--- config.mk ---
export PLATFORM = sky130hd
export DESIGN_NAME = ppm_frame_buffer
export DESIGN_NICKNAME = d
export VERILOG_FILES = /design/src/rtl/ppm_frame_buffer.sv
export SDC_FILE = /design/constraint.sdc
export NUM_CORES = 1
export LEC_CHECK = 0
export CORE_ASPECT_RATIO = 0.9
export CORE_MARGIN = 2
export CORE_UTILIZATION = 43
export DETAILED_ROUTE_END_ITERATION = 8
export GPL_TIMING_DRIVEN = 0
export PLACE_DENSITY_LB_ADDON = 0.08
export SLEW_MARGIN = 20
export SYNTH_ARGS = -nofsm -noshare
export SYNTH_HDL_FRONTEND = slang
export SYNTH_SLANG_ARGS = --single-unit
--- constraint.sdc ---
create_clock -name clk -period 4.45 [get_ports clk]
set_input_delay 1.1125 -clock clk [delete_from_list [all_inputs] [get_ports clk]]
set_output_delay 1.1125 -clock clk [all_outputs]
set_load 0.02 [all_outputs]
--- src/rtl/ppm_frame_buffer.sv ---
`timescale 1ns/1ps
// ppm_frame_buffer: captures a decoded PPM byte stream into a local buffer,
// runs a CRC-16 (ISO/IEC 13239, reflected 0x8408, init 0xFFFF) over the
// accepted bytes, closes the frame on an inter-byte timeout and then holds it
// until the host acknowledges it.
module ppm_frame_buffer #(
    parameter  int DEPTH   = 32,
    parameter  int TIMEOUT = 4096,
    localparam int LW      = $clog2(DEPTH + 1)
) (
    input  logic          clk,
    input  logic          rst_n,
    input  logic [7:0]    Dout,
    input  logic          D_en,
    input  logic          F_en,
    output logic          frame_valid,
    output logic          frame_done,
    output logic [LW-1:0] frame_len,
    output logic          crc_ok,
    output logic          overflow,
    output logic          frame_lost,
    input  logic          frame_ack,
    input  logic          rd_en,
    input  logic [7:0]    rd_addr,
    output logic [7:0]    rd_data
);

    localparam int AW = $clog2(DEPTH);
    localparam int TW = $clog2(TIMEOUT);

    localparam logic [LW-1:0] DEPTH_L   = LW'(DEPTH);
    localparam logic [8:0]    DEPTH_A   = 9'(DEPTH);
    localparam logic [TW-1:0] TIMER_MAX = TW'(TIMEOUT - 1);
    localparam logic [15:0]   CRC_INIT  = 16'hFFFF;
    localparam logic [15:0]   CRC_GOOD  = 16'hF0B8;
    localparam logic [15:0]   CRC_POLY  = 16'h8408;

    typedef enum logic [1:0] {
        IDLE = 2'd0,
        RECV = 2'd1,
        DONE = 2'd2
    } state_t;

    state_t        state_q,    state_d;
    logic [LW-1:0] len_q,      len_d;
    logic [15:0]   crc_q,      crc_d;
    logic [TW-1:0] timer_q,    timer_d;
    logic          overflow_q, overflow_d;
    logic          crc_ok_q,   crc_ok_d;
    logic          valid_q,    valid_d;
    logic          done_q,     done_d;
    logic          lost_q,     lost_d;
    logic [7:0]    rd_data_q;
    logic          wr_en;

    logic [7:0]    mem [DEPTH];

    // Byte-wide CRC: eight chained single-bit steps, data taken LSB first.
    logic [15:0] crc_chain [9];
    assign crc_chain[0] = crc_q;

    generate
        for (genvar gi = 0; gi < 8; gi++) begin : g_crc_bit
            logic [15:0] shifted;
            assign shifted = {1'b0, crc_chain[gi][15:1]};
            assign crc_chain[gi+1] = (crc_chain[gi][0] ^ Dout[gi]) ? (shifted ^ CRC_POLY)
                                                                   : shifted;
        end
    endgenerate

    // Next-state and output decode for the capture FSM.
    always_comb begin
        state_d    = state_q;
        len_d      = len_q;
        crc_d      = crc_q;
        timer_d    = timer_q;
        overflow_d = overflow_q;
        crc_ok_d   = crc_ok_q;
        valid_d    = valid_q;
        done_d     = 1'b0;
        lost_d     = lost_q;
        wr_en      = 1'b0;

        case (state_q)
            IDLE: begin
                // A coincident D_en byte is dropped: the frame starts empty.
                if (F_en) begin
                    state_d    = RECV;
                    len_d      = '0;
                    crc_d      = CRC_INIT;
                    overflow_d = 1'b0;
                    timer_d    = '0;
                end
            end
            RECV: begin
                if (F_en) begin
                    len_d      = '0;
                    crc_d      = CRC_INIT;
                    overflow_d = 1'b0;
                    timer_d    = '0;
                end else if (D_en) begin
                    if (len_q < DEPTH_L) begin
                        wr_en = 1'b1;
                        len_d = len_q + LW'(1);
                    end else begin
                        overflow_d = 1'b1;
                    end
                    // Overflow bytes still feed the CRC so the residue reflects
                    // everything that actually arrived.
                    crc_d   = crc_chain[8];
                    timer_d = '0;
                end else if (timer_q == TIMER_MAX) begin
                    state_d  = DONE;
                    valid_d  = 1'b1;
                    done_d   = 1'b1;
                    crc_ok_d = (crc_q == CRC_GOOD) && (len_q >= LW'(3)) && !overflow_q;
                end else begin
                    timer_d = timer_q + TW'(1);
                end
            end
            DONE: begin
                if (frame_ack) begin
                    valid_d    = 1'b0;
                    crc_ok_d   = 1'b0;
                    overflow_d = 1'b0;
                    lost_d     = 1'b0;
                    if (F_en) begin
                        state_d = RECV;
                        len_d   = '0;
                        crc_d   = CRC_INIT;
                        timer_d = '0;
                    end else begin
                        state_d = IDLE;
                    end
                end else if (F_en) begin
                    lost_d = 1'b1;
                end
            end
            default: begin
                state_d = IDLE;
            end
        endcase
    end

    // Control and status registers.
    always_ff @(posedge clk or negedge rst_n) begin
        if (!rst_n) begin
            state_q    <= IDLE;
            len_q      <= '0;
            crc_q      <= CRC_INIT;
            timer_q    <= '0;
            overflow_q <= 1'b0;
            crc_ok_q   <= 1'b0;
            valid_q    <= 1'b0;
            done_q     <= 1'b0;
            lost_q     <= 1'b0;
        end else begin
            state_q    <= state_d;
            len_q      <= len_d;
            crc_q      <= crc_d;
            timer_q    <= timer_d;
            overflow_q <= overflow_d;
            crc_ok_q   <= crc_ok_d;
            valid_q    <= valid_d;
            done_q     <= done_d;
            lost_q     <= lost_d;
        end
    end

    // Frame storage write port; contents need no reset.
    always_ff @(posedge clk) begin
        if (wr_en) begin
            mem[len_q[AW-1:0]] <= Dout;
        end
    end

    // Registered read port; out-of-range addresses read as zero.
    always_ff @(posedge clk or negedge rst_n) begin
        if (!rst_n) begin
            rd_data_q <= 8'h00;
        end else if (rd_en) begin
            rd_data_q <= ({1'b0, rd_addr} < DEPTH_A) ? mem[rd_addr[AW-1:0]] : 8'h00;
        end
    end

    assign frame_valid = valid_q;
    assign frame_done  = done_q;
    assign frame_len   = len_q;
    assign crc_ok      = crc_ok_q;
    assign overflow    = overflow_q;
    assign frame_lost  = lost_q;
    assign rd_data     = rd_data_q;

endmodule

==> metrics.txt, run 1 <==
# TYPE chip_impl_metric gauge
chip_impl_metric{name="die_x",unit="um"} 185
chip_impl_metric{name="hold_viol_final",unit=""} 0
chip_impl_metric{name="cts_htree_levels",unit=""} 2
chip_impl_metric{name="synth_fa_ha_area_frac",unit=""} 0.00592
chip_impl_metric{name="cts_max_path_buffers",unit=""} 3
chip_impl_metric{name="clock_tree_sinks",unit=""} 305
chip_impl_metric{name="mappedNetlistNets",unit=""} 788
chip_impl_metric{name="design_power_total",unit="mW"} 6.54
chip_impl_metric{name="relSlewSlack",unit=""} 0.442
chip_impl_metric{name="worstRegToRegCells",unit=""} 7
chip_impl_metric{name="synth.cell_area",unit="um^2"} 12700
chip_impl_metric{name="syn2layout_area_growth",unit="%"} 14.6
chip_impl_info{name="reg2reg_from",value="state_q[1]$_DFFE_PN0P_"} 1
chip_impl_metric{name="tightest_slew",unit="ns"} 0.834
chip_impl_info{name="timing.rr.end",value="mem[8][1]$_DFFE_PP_"} 1
chip_impl_metric{name="timing.critical_path.required",unit="ns"} 4.58
chip_impl_info{name="synth_commonest_cells",value="256 x edfxtp_1, 73 x nor2_1, 65 x mux2i_1"} 1
chip_impl_metric{name="synth.yosys.warnings",unit=""} 0
chip_impl_metric{name="cts_inserted_buffers",unit=""} 34
chip_impl_metric{name="cell_depth_of_the_worst_min_delay_path",unit=""} 1
chip_impl_info{name="slowest_cell_on_crit_path",value="nor2_1"} 1
chip_impl_info{name="clock_tree_from_tritoncts",value="built"} 1
chip_impl_metric{name="post_layout_net_count",unit=""} 860
chip_impl_metric{name="f_max",unit="MHz"} 261
chip_impl_metric{name="worst-endpoint-arrival",unit="ns"} 3.97
chip_impl_info{name="cp_capture_type",value="register"} 1
chip_impl_metric{name="grt_first_pass_wirelength",unit="um"} 44100
chip_impl_metric{name="post-dp-hpwl",unit="um"} 18700
chip_impl_metric{name="core_area",unit="um^2"} 28900
chip_impl_metric{name="finalCoreUtilization",unit=""} 0.502
chip_impl_metric{name="period_needed",unit="ns"} 3.84
chip_impl_info{name="synthFlopType",value="edfxtp_1"} 1
chip_impl_info{name="cp-start-kind",value="primary input"} 1
chip_impl_metric{name="row_count",unit=""} 59
chip_impl_metric{name="synthesis.area_per_instance",unit="um^2"} 16.7
chip_impl_metric{name="drtIter0Drc",unit=""} 479
chip_impl_metric{name="clock_insertion_delay_worst_skew",unit="ns"} 0.50
chip_impl_metric{name="first_pass_iters",unit=""} 5
chip_impl_metric{name="cellPowerDensity",unit="nW/um^2"} 450
chip_impl_info{name="timing.hold.worst.start",value="frame_valid$_DFFE_PN0P_"} 1
chip_impl_metric{name="synth.mux.area_fraction",unit=""} 0.126
chip_impl_info{name="whs_endpoint",value="frame_valid$_DFFE_PN0P_"} 1
chip_impl_info{name="synth_most_common_cell",value="edfxtp_1"} 1
chip_impl_metric{name="yosysSeqAreaShare",unit=""} 0.704
chip_impl_metric{name="setup_clock_skew_after_layout",unit="ns"} 0.00579
chip_impl_metric{name="synth_edf_count",unit=""} 256
chip_impl_metric{name="final_setup_vio_count",unit=""} 0
chip_impl_metric{name="detailroute.via_count",unit=""} 6891
chip_impl_metric{name="maxSlewViolCount",unit=""} 0
chip_impl_info{name="timing.critical_path.max_delay_family",value="simple AND/OR/NAND/NOR gates"} 1
chip_impl_info{name="timing.hold.worst.class",value="register to register"} 1
chip_impl_info{name="rsz0062_at_grt",value="false"} 1
chip_impl_metric{name="netlist.area_leader.share",unit=""} 0.606
chip_impl_metric{name="num_io_pins",unit=""} 41
chip_impl_metric{name="path_max_fanout",unit=""} 9
chip_impl_info{name="critical_path_class",value="primary input to register"} 1
chip_impl_metric{name="design.die.area",unit="um^2"} 30900
chip_impl_metric{name="route.detailed.drc",unit=""} 0
chip_impl_metric{name="grt_antenna_before_repair",unit=""} 0
chip_impl_info{name="critical-path-top-cell-by-count",value="nor2_1"} 1
chip_impl_metric{name="synthSimpleGateAreaFrac",unit=""} 0.0513
chip_impl_metric{name="layout-drive-gt1-share",unit=""} 0.152
chip_impl_metric{name="ys_ff_latch",unit=""} 305
chip_impl_metric{name="async_flop_share",unit=""} 0.161
chip_impl_info{name="crit_path_cell_trace",value="clkdlybuf4s50_1, nor2_1, and3_1, buf_2, nor2b_1, nand2_1, nor2_1"} 1
chip_impl_metric{name="globalRoute.totalOverflow",unit=""} 0
chip_impl_metric{name="post_cts_hold_buffer_count",unit=""} 0
chip_impl_info{name="run_status",value="completed"} 1
chip_impl_metric{name="post-route-period-util",unit=""} 0.862
chip_impl_metric{name="via_count_of_the_first_global_routing_pass",unit=""} 7086
chip_impl_metric{name="avgRoutedWirePerCell",unit="um"} 23.5
chip_impl_metric{name="pin_count_of_the_biggest_net_entering_global_routing",unit=""} 50
chip_impl_metric{name="drv.max_cap_violation_count",unit=""} 0
chip_impl_info{name="synth.area.top_cells",value="edfxtp_1 61%, dfrtp_1 6.5%, mux2i_1 5.1%"} 1
chip_impl_metric{name="post_route_worst_hold_slack",unit="ns"} 0.484
chip_impl_info{name="synth_top_family_by_area",value="multiplexers"} 1
chip_impl_metric{name="route.final.wire_length",unit="um"} 29400
chip_impl_metric{name="cp_slowest_stage_delay",unit="ns"} 0.79
chip_impl_metric{name="synthesis.instances",unit=""} 760
chip_impl_metric{name="start_util",unit=""} 0.438
chip_impl_metric{name="vdd_ir_drop_max",unit="V"} 0.000292
chip_impl_metric{name="totalNegativeSetupSlack",unit="ns"} 0
chip_impl_metric{name="post_synth_xor_area_fraction",unit=""} 0.0235
chip_impl_metric{name="clk_pin_slew",unit="ns"} 0.06
chip_impl_metric{name="grt_util_all_layers",unit=""} 0.194
chip_impl_info{name="cts.root.buffer_cell",value="clkbuf_16"} 1
chip_impl_metric{name="routed_via_density",unit=""} 5.51
chip_impl_metric{name="synth_compound_gate_area_share",unit=""} 0.0660
chip_impl_metric{name="fp.dieH",unit="um"} 167
chip_impl_metric{name="port_buffers",unit=""} 36
chip_impl_metric{name="cts_resized",unit=""} 0
chip_impl_metric{name="postCtsSetupBuffers",unit=""} 0
chip_impl_metric{name="n_antenna_cell",unit=""} 0
chip_impl_metric{name="leakagePower",unit="nW"} 4.97
chip_impl_metric{name="critical_path.n_buffers_inverters",unit=""} 2
chip_impl_info{name="yosys.area.top_type",value="edfxtp_1"} 1
chip_impl_metric{name="r2r_setup_slk",unit="ns"} 1.31
chip_impl_metric{name="ant_nets",unit=""} 0
chip_impl_metric{name="distinct_cell_type_count_after_synthesis",unit=""} 55
chip_impl_metric{name="placer_congestion_estimate",unit=""} 0.764
-- flip-flops by register name, indices dropped and copies added (netlist names) --
register	flops
crc_ok	1
crc_q	16
frame_done	1
frame_len	6
frame_lost	1
frame_valid	1
mem	256
overflow	1
rd_data	8
state_q	2
timer_q	12
-- report_power, final --
part	internal [mW]	switching (mW)
Clock	1.56	1.08
Combinational	0.259	0.345
Sequential	3.22	0.0724
-- cell usage in the layout (no fill, tap or decap), types with 3 or more instances in the layout --
cell,count
a31oi_1,11
nand4_1,4
o22ai_1,10
a221oi_2,7
nand2_1,21
nor2_1,73
nand3b_1,5
a221oi_1,8
xor2_1,16
buf_6,6
o221ai_1,7
xnor2_1,18
clkdlybuf4s50_1,27
o211ai_1,4
o21ai_0,10
mux2i_1,65
dfstp_2,16
buf_4,3
inv_1,15
buf_2,17
and3_1,5
a21oi_1,31
a22o_1,15
mux2_2,15
mux4_2,16
ha_1,6
clkbuf_1,28
clkbuf_16,37
nand2b_1,3
nand3_1,5
mux4_1,16
clkinv_1,7
edfxtp_1,256
clkinv_2,3
o2111ai_1,3
nor2b_1,5
dfrtp_1,33
-- worst max path at each step --
| stage | to | cells after the start | start |
|---|---|---|---|
| finish | mem[8][1]$_DFFE_PP_ | 7 | F_en |
| global route | mem[14][7]$_DFFE_PP_ | 7 | F_en |
| CTS | mem[29][7]$_DFFE_PP_ | 7 | F_en |
| detailed placement | mem[29][7]$_DFFE_PP_ | 7 | F_en |
| global placement | mem[28][1]$_DFFE_PP_ | 7 | F_en |
| floorplan | mem[13][0]$_DFFE_PP_ | 6 | F_en |
-- area by class of cell --
type / instances / area, um^2
tap: 396 / 495
sequential: 305 / 8930
clock buffer: 47 / 963
buffer: 37 / 230
inverter: 15 / 56.3
timing repair buffer: 36 / 318
multi-input combinational: 403 / 3470
fill: 2460 / 14400
clock inverter: 11 / 71.3
-- routing by layer --
metal | track usage | part of all wire | up-vias
met1 | 0.277 | 0.46 | 3520
met2 | 0.313 | 0.47 | 180
met3 | 0.0317 | 0.047 | 54
li1 | - | - | 3137
met5 | 0 | 0 | -
met4 | 0.0497 | 0.023 | 0
-- through the flow --
stage,setup slack (ns),instances,instance area (um^2)
floorplan,1.61,760,12700
global placement,0.205,1192,13500
detailed placement,0.139,1192,13500
CTS,0.655,1250,14500
global route,0.495,1250,14500
finish,0.614,1250,14500
-- logic make-up after synthesis --
| family | after synthesis |
|---|---|
| DFF | 305 |
| and+or+nand+nor | 136 |
| xor gates and xnor gates | 34 |
| muxes | 112 |
| AOI/OAI and AO/OA | 115 |
| adders and majority gates | 6 |
| buffers and inverters | 52 |
Power figures use the tool's default switching activity.
==> inputs of run 2 (changes only) <==
Settings changed: REMOVE_ABC_BUFFERS from default to 1.
Clock period 4.45 ns to 3.2 ns, I/O delays scaled along.
==> run 2 against run 1 <==
Sequential cell count did not move; setup slack got worse by 0.52 ns; combinational power rose by 39%; worst hold slack got worse by 0.19 ns; core utilization fell by 0.10 points; design area fell by 0.21%; routed wire length fell by 6.0%; cell count fell by 2.8%; via count fell by 3.1%.
==> metrics.txt, run 2 (synthesized netlist as in run 1, its figures left out) <==
# TYPE chip_impl_metric gauge
chip_impl_metric{name="r2r_setup_slk",unit="ns"} 0.38
chip_impl_metric{name="row_count",unit=""} 59
chip_impl_metric{name="core_area",unit="um^2"} 28900
chip_impl_metric{name="drv.max_cap_violation_count",unit=""} 0
chip_impl_metric{name="worst-endpoint-arrival",unit="ns"} 3.29
chip_impl_metric{name="design_power_total",unit="mW"} 8.72
chip_impl_metric{name="timing.critical_path.required",unit="ns"} 3.39
chip_impl_metric{name="fp.dieH",unit="um"} 167
chip_impl_metric{name="maxSlewViolCount",unit=""} 0
chip_impl_metric{name="first_pass_iters",unit=""} 5
chip_impl_metric{name="relSlewSlack",unit=""} 0.408
chip_impl_metric{name="routed_via_density",unit=""} 5.50
chip_impl_metric{name="tightest_slew",unit="ns"} 0.885
chip_impl_metric{name="via_count_of_the_first_global_routing_pass",unit=""} 6810
chip_impl_info{name="critical_path_class",value="primary input to register"} 1
chip_impl_metric{name="port_buffers",unit=""} 40
chip_impl_metric{name="drtIter0Drc",unit=""} 546
chip_impl_metric{name="critical_path.n_buffers_inverters",unit=""} 1
chip_impl_metric{name="num_io_pins",unit=""} 41
chip_impl_info{name="cp_capture_type",value="register"} 1
chip_impl_metric{name="post-route-period-util",unit=""} 0.970
chip_impl_info{name="mostFrequentLayoutCells",value="256 x edfxtp_1, 65 x mux2i_1, 40 x nor2_1, 33 x dfrtp_1"} 1
chip_impl_metric{name="globalRoute.totalOverflow",unit=""} 0
chip_impl_metric{name="start_util",unit=""} 0.438
chip_impl_info{name="timing.critical_path.max_delay_family",value="simple AND/OR/NAND/NOR gates"} 1
chip_impl_info{name="cts.root.buffer_cell",value="clkbuf_16"} 1
chip_impl_metric{name="cts_inserted_buffers",unit=""} 31
chip_impl_metric{name="postCtsSetupBuffers",unit=""} 0
chip_impl_info{name="rsz0062_at_grt",value="true"} 1
chip_impl_metric{name="finish.instance_area",unit="um^2"} 14500
chip_impl_metric{name="design.die.area",unit="um^2"} 30900
chip_impl_metric{name="cts_max_path_buffers",unit=""} 3
chip_impl_metric{name="avgRoutedWirePerCell",unit="um"} 22.7
chip_impl_metric{name="vdd_ir_drop_max",unit="V"} 0.000378
chip_impl_metric{name="final_setup_vio_count",unit=""} 0
chip_impl_metric{name="placedInstanceArea",unit="um^2"} 13400
chip_impl_metric{name="route.detailed.drc",unit=""} 0
chip_impl_metric{name="layout-drive-gt1-share",unit=""} 0.192
chip_impl_info{name="slowest_cell_on_crit_path",value="clkdlybuf4s50_1"} 1
chip_impl_metric{name="n_antenna_cell",unit=""} 0
chip_impl_metric{name="final_critical_path_setup_slack",unit="ns"} 0.0953
chip_impl_info{name="timing.hold.worst.class",value="primary input to async pin"} 1
chip_impl_info{name="crit_path_cell_trace",value="clkdlybuf4s50_1, nor2_1, and3_1, nor2b_2, nand2_2, nor2_2"} 1
chip_impl_metric{name="totalNegativeSetupSlack",unit="ns"} 0
chip_impl_metric{name="cts_htree_levels",unit=""} 1
chip_impl_metric{name="ant_nets",unit=""} 0
chip_impl_info{name="cp-start-kind",value="primary input"} 1
chip_impl_metric{name="detailroute.via_count",unit=""} 6678
chip_impl_metric{name="cp_slowest_stage_delay",unit="ns"} 0.58
chip_impl_metric{name="cts_resized",unit=""} 33
chip_impl_info{name="clock_tree_from_tritoncts",value="built"} 1
chip_impl_metric{name="setup_clock_skew_after_layout",unit="ns"} 0.0121
chip_impl_metric{name="clock_insertion_delay_worst_skew",unit="ns"} 0.55
chip_impl_metric{name="clk_pin_slew",unit="ns"} 0.06
chip_impl_metric{name="post_layout_net_count",unit=""} 827
chip_impl_info{name="layout.cells.most_common",value="edfxtp_1"} 1
chip_impl_metric{name="f_max",unit="MHz"} 322
chip_impl_metric{name="post-dp-hpwl",unit="um"} 16800
chip_impl_info{name="run_status",value="completed"} 1
chip_impl_metric{name="largest_register_ff_count",unit=""} 256
chip_impl_metric{name="post_cts_hold_buffer_count",unit=""} 0
chip_impl_metric{name="leakagePower",unit="nW"} 4.86
chip_impl_metric{name="die_x",unit="um"} 185
chip_impl_metric{name="grt_util_all_layers",unit=""} 0.182
chip_impl_metric{name="place_worst_setup_slack",unit="ns"} -0.900
chip_impl_metric{name="path_max_fanout",unit=""} 9
chip_impl_metric{name="period_needed",unit="ns"} 3.10
chip_impl_metric{name="syn2layout_area_growth",unit="%"} 14.4
chip_impl_metric{name="clock_tree_sinks",unit=""} 305
chip_impl_metric{name="pin_count_of_the_biggest_net_entering_global_routing",unit=""} 57
chip_impl_metric{name="route.final.wire_length",unit="um"} 27600
chip_impl_metric{name="hold_viol_final",unit=""} 0
chip_impl_metric{name="grt_first_pass_wirelength",unit="um"} 41800
chip_impl_metric{name="cellPowerDensity",unit="nW/um^2"} 601
chip_impl_metric{name="grt_antenna_before_repair",unit=""} 0
chip_impl_metric{name="placer_congestion_estimate",unit=""} 0.796
## run 2: cell count changes in the layout (fill, tap and decap cells not counted), moves of 3 or more
cell / before / now
buf_2: 17 / 10
buf_6: 6 / 0
clkbuf_1: 28 / 10
clkbuf_16: 37 / 31
clkinv_1: 7 / 3
nand2_1: 21 / 17
nand2_2: 0 / 4
nor2_1: 73 / 40
nor2_2: 0 / 14
nor2_4: 0 / 19
nor2b_1: 5 / 2
nor2b_2: 0 / 3
## run 2: worst reg2reg max path, cell delays in order (launching register included)
cell and delay [ns]:
dfrtp_1 0.55, nor2_1 0.23, and3_1 0.39, nor2b_2 0.39
nand2_2 0.39, nor2_2 0.51
## run 2: final cells by class
cell class,instances,area (um^2)
Multi-Input combinational cell,403,3680
Fill cell,2447,14400
Clock inverter,10,75.1
Sequential cell,305,8930
Tap cell,396,495
Timing Repair Buffer,43,428
Clock buffer,43,841
Inverter,15,56.3
## run 2: power breakdown
group,leakage [nW],switching (mW),internal (mW)
clock network,0.451,1.41,1.89
logic,1.48,0.480,0.357
registers,2.92,0.0989,4.48
total,4.86,1.99,6.73
## run 2: stage by stage
step,cells,hold slack (ns),util
final,1215,0.297,0.501
after global routing,1215,0.321,0.501
after CTS,1215,0.295,0.498
after detailed placement,1162,0.489,0.463
after global placement,1159,0.467,0.461
after floorplan,723,0.456,-
## run 2: metal layers
| layer | global-route usage | routed length (um) |
|---|---|---|
| met1 | 0.259 | 12800 |
| met2 | 0.299 | 13200 |
| met3 | 0.0256 | 992 |
| met4 | 0.0380 | 553 |
| met5 | 0 | 0 |
## run 2: path summary, 6_finish.rpt
| kind | startpoint | to | depth (start not counted) |
|---|---|---|---|
| setup / recovery | F_en | mem[24][6]$_DFFE_PP_ | 6 |
| hold / removal | rst_n | timer_q[3]$_DFFE_PN0P_ | 1 |
| setup reg to reg | state_q[1]$_DFFE_PN0P_ | mem[24][6]$_DFFE_PP_ | 5 |
| hold reg to reg | timer_q[10]$_DFFE_PN0P_ | timer_q[10]$_DFFE_PN0P_ | 1 |
| max in group asynchronous | rst_n | rd_data[5]$_DFFE_PN0P_ | 1 |
| min in group clk | timer_q[10]$_DFFE_PN0P_ | timer_q[10]$_DFFE_PN0P_ | 1 |
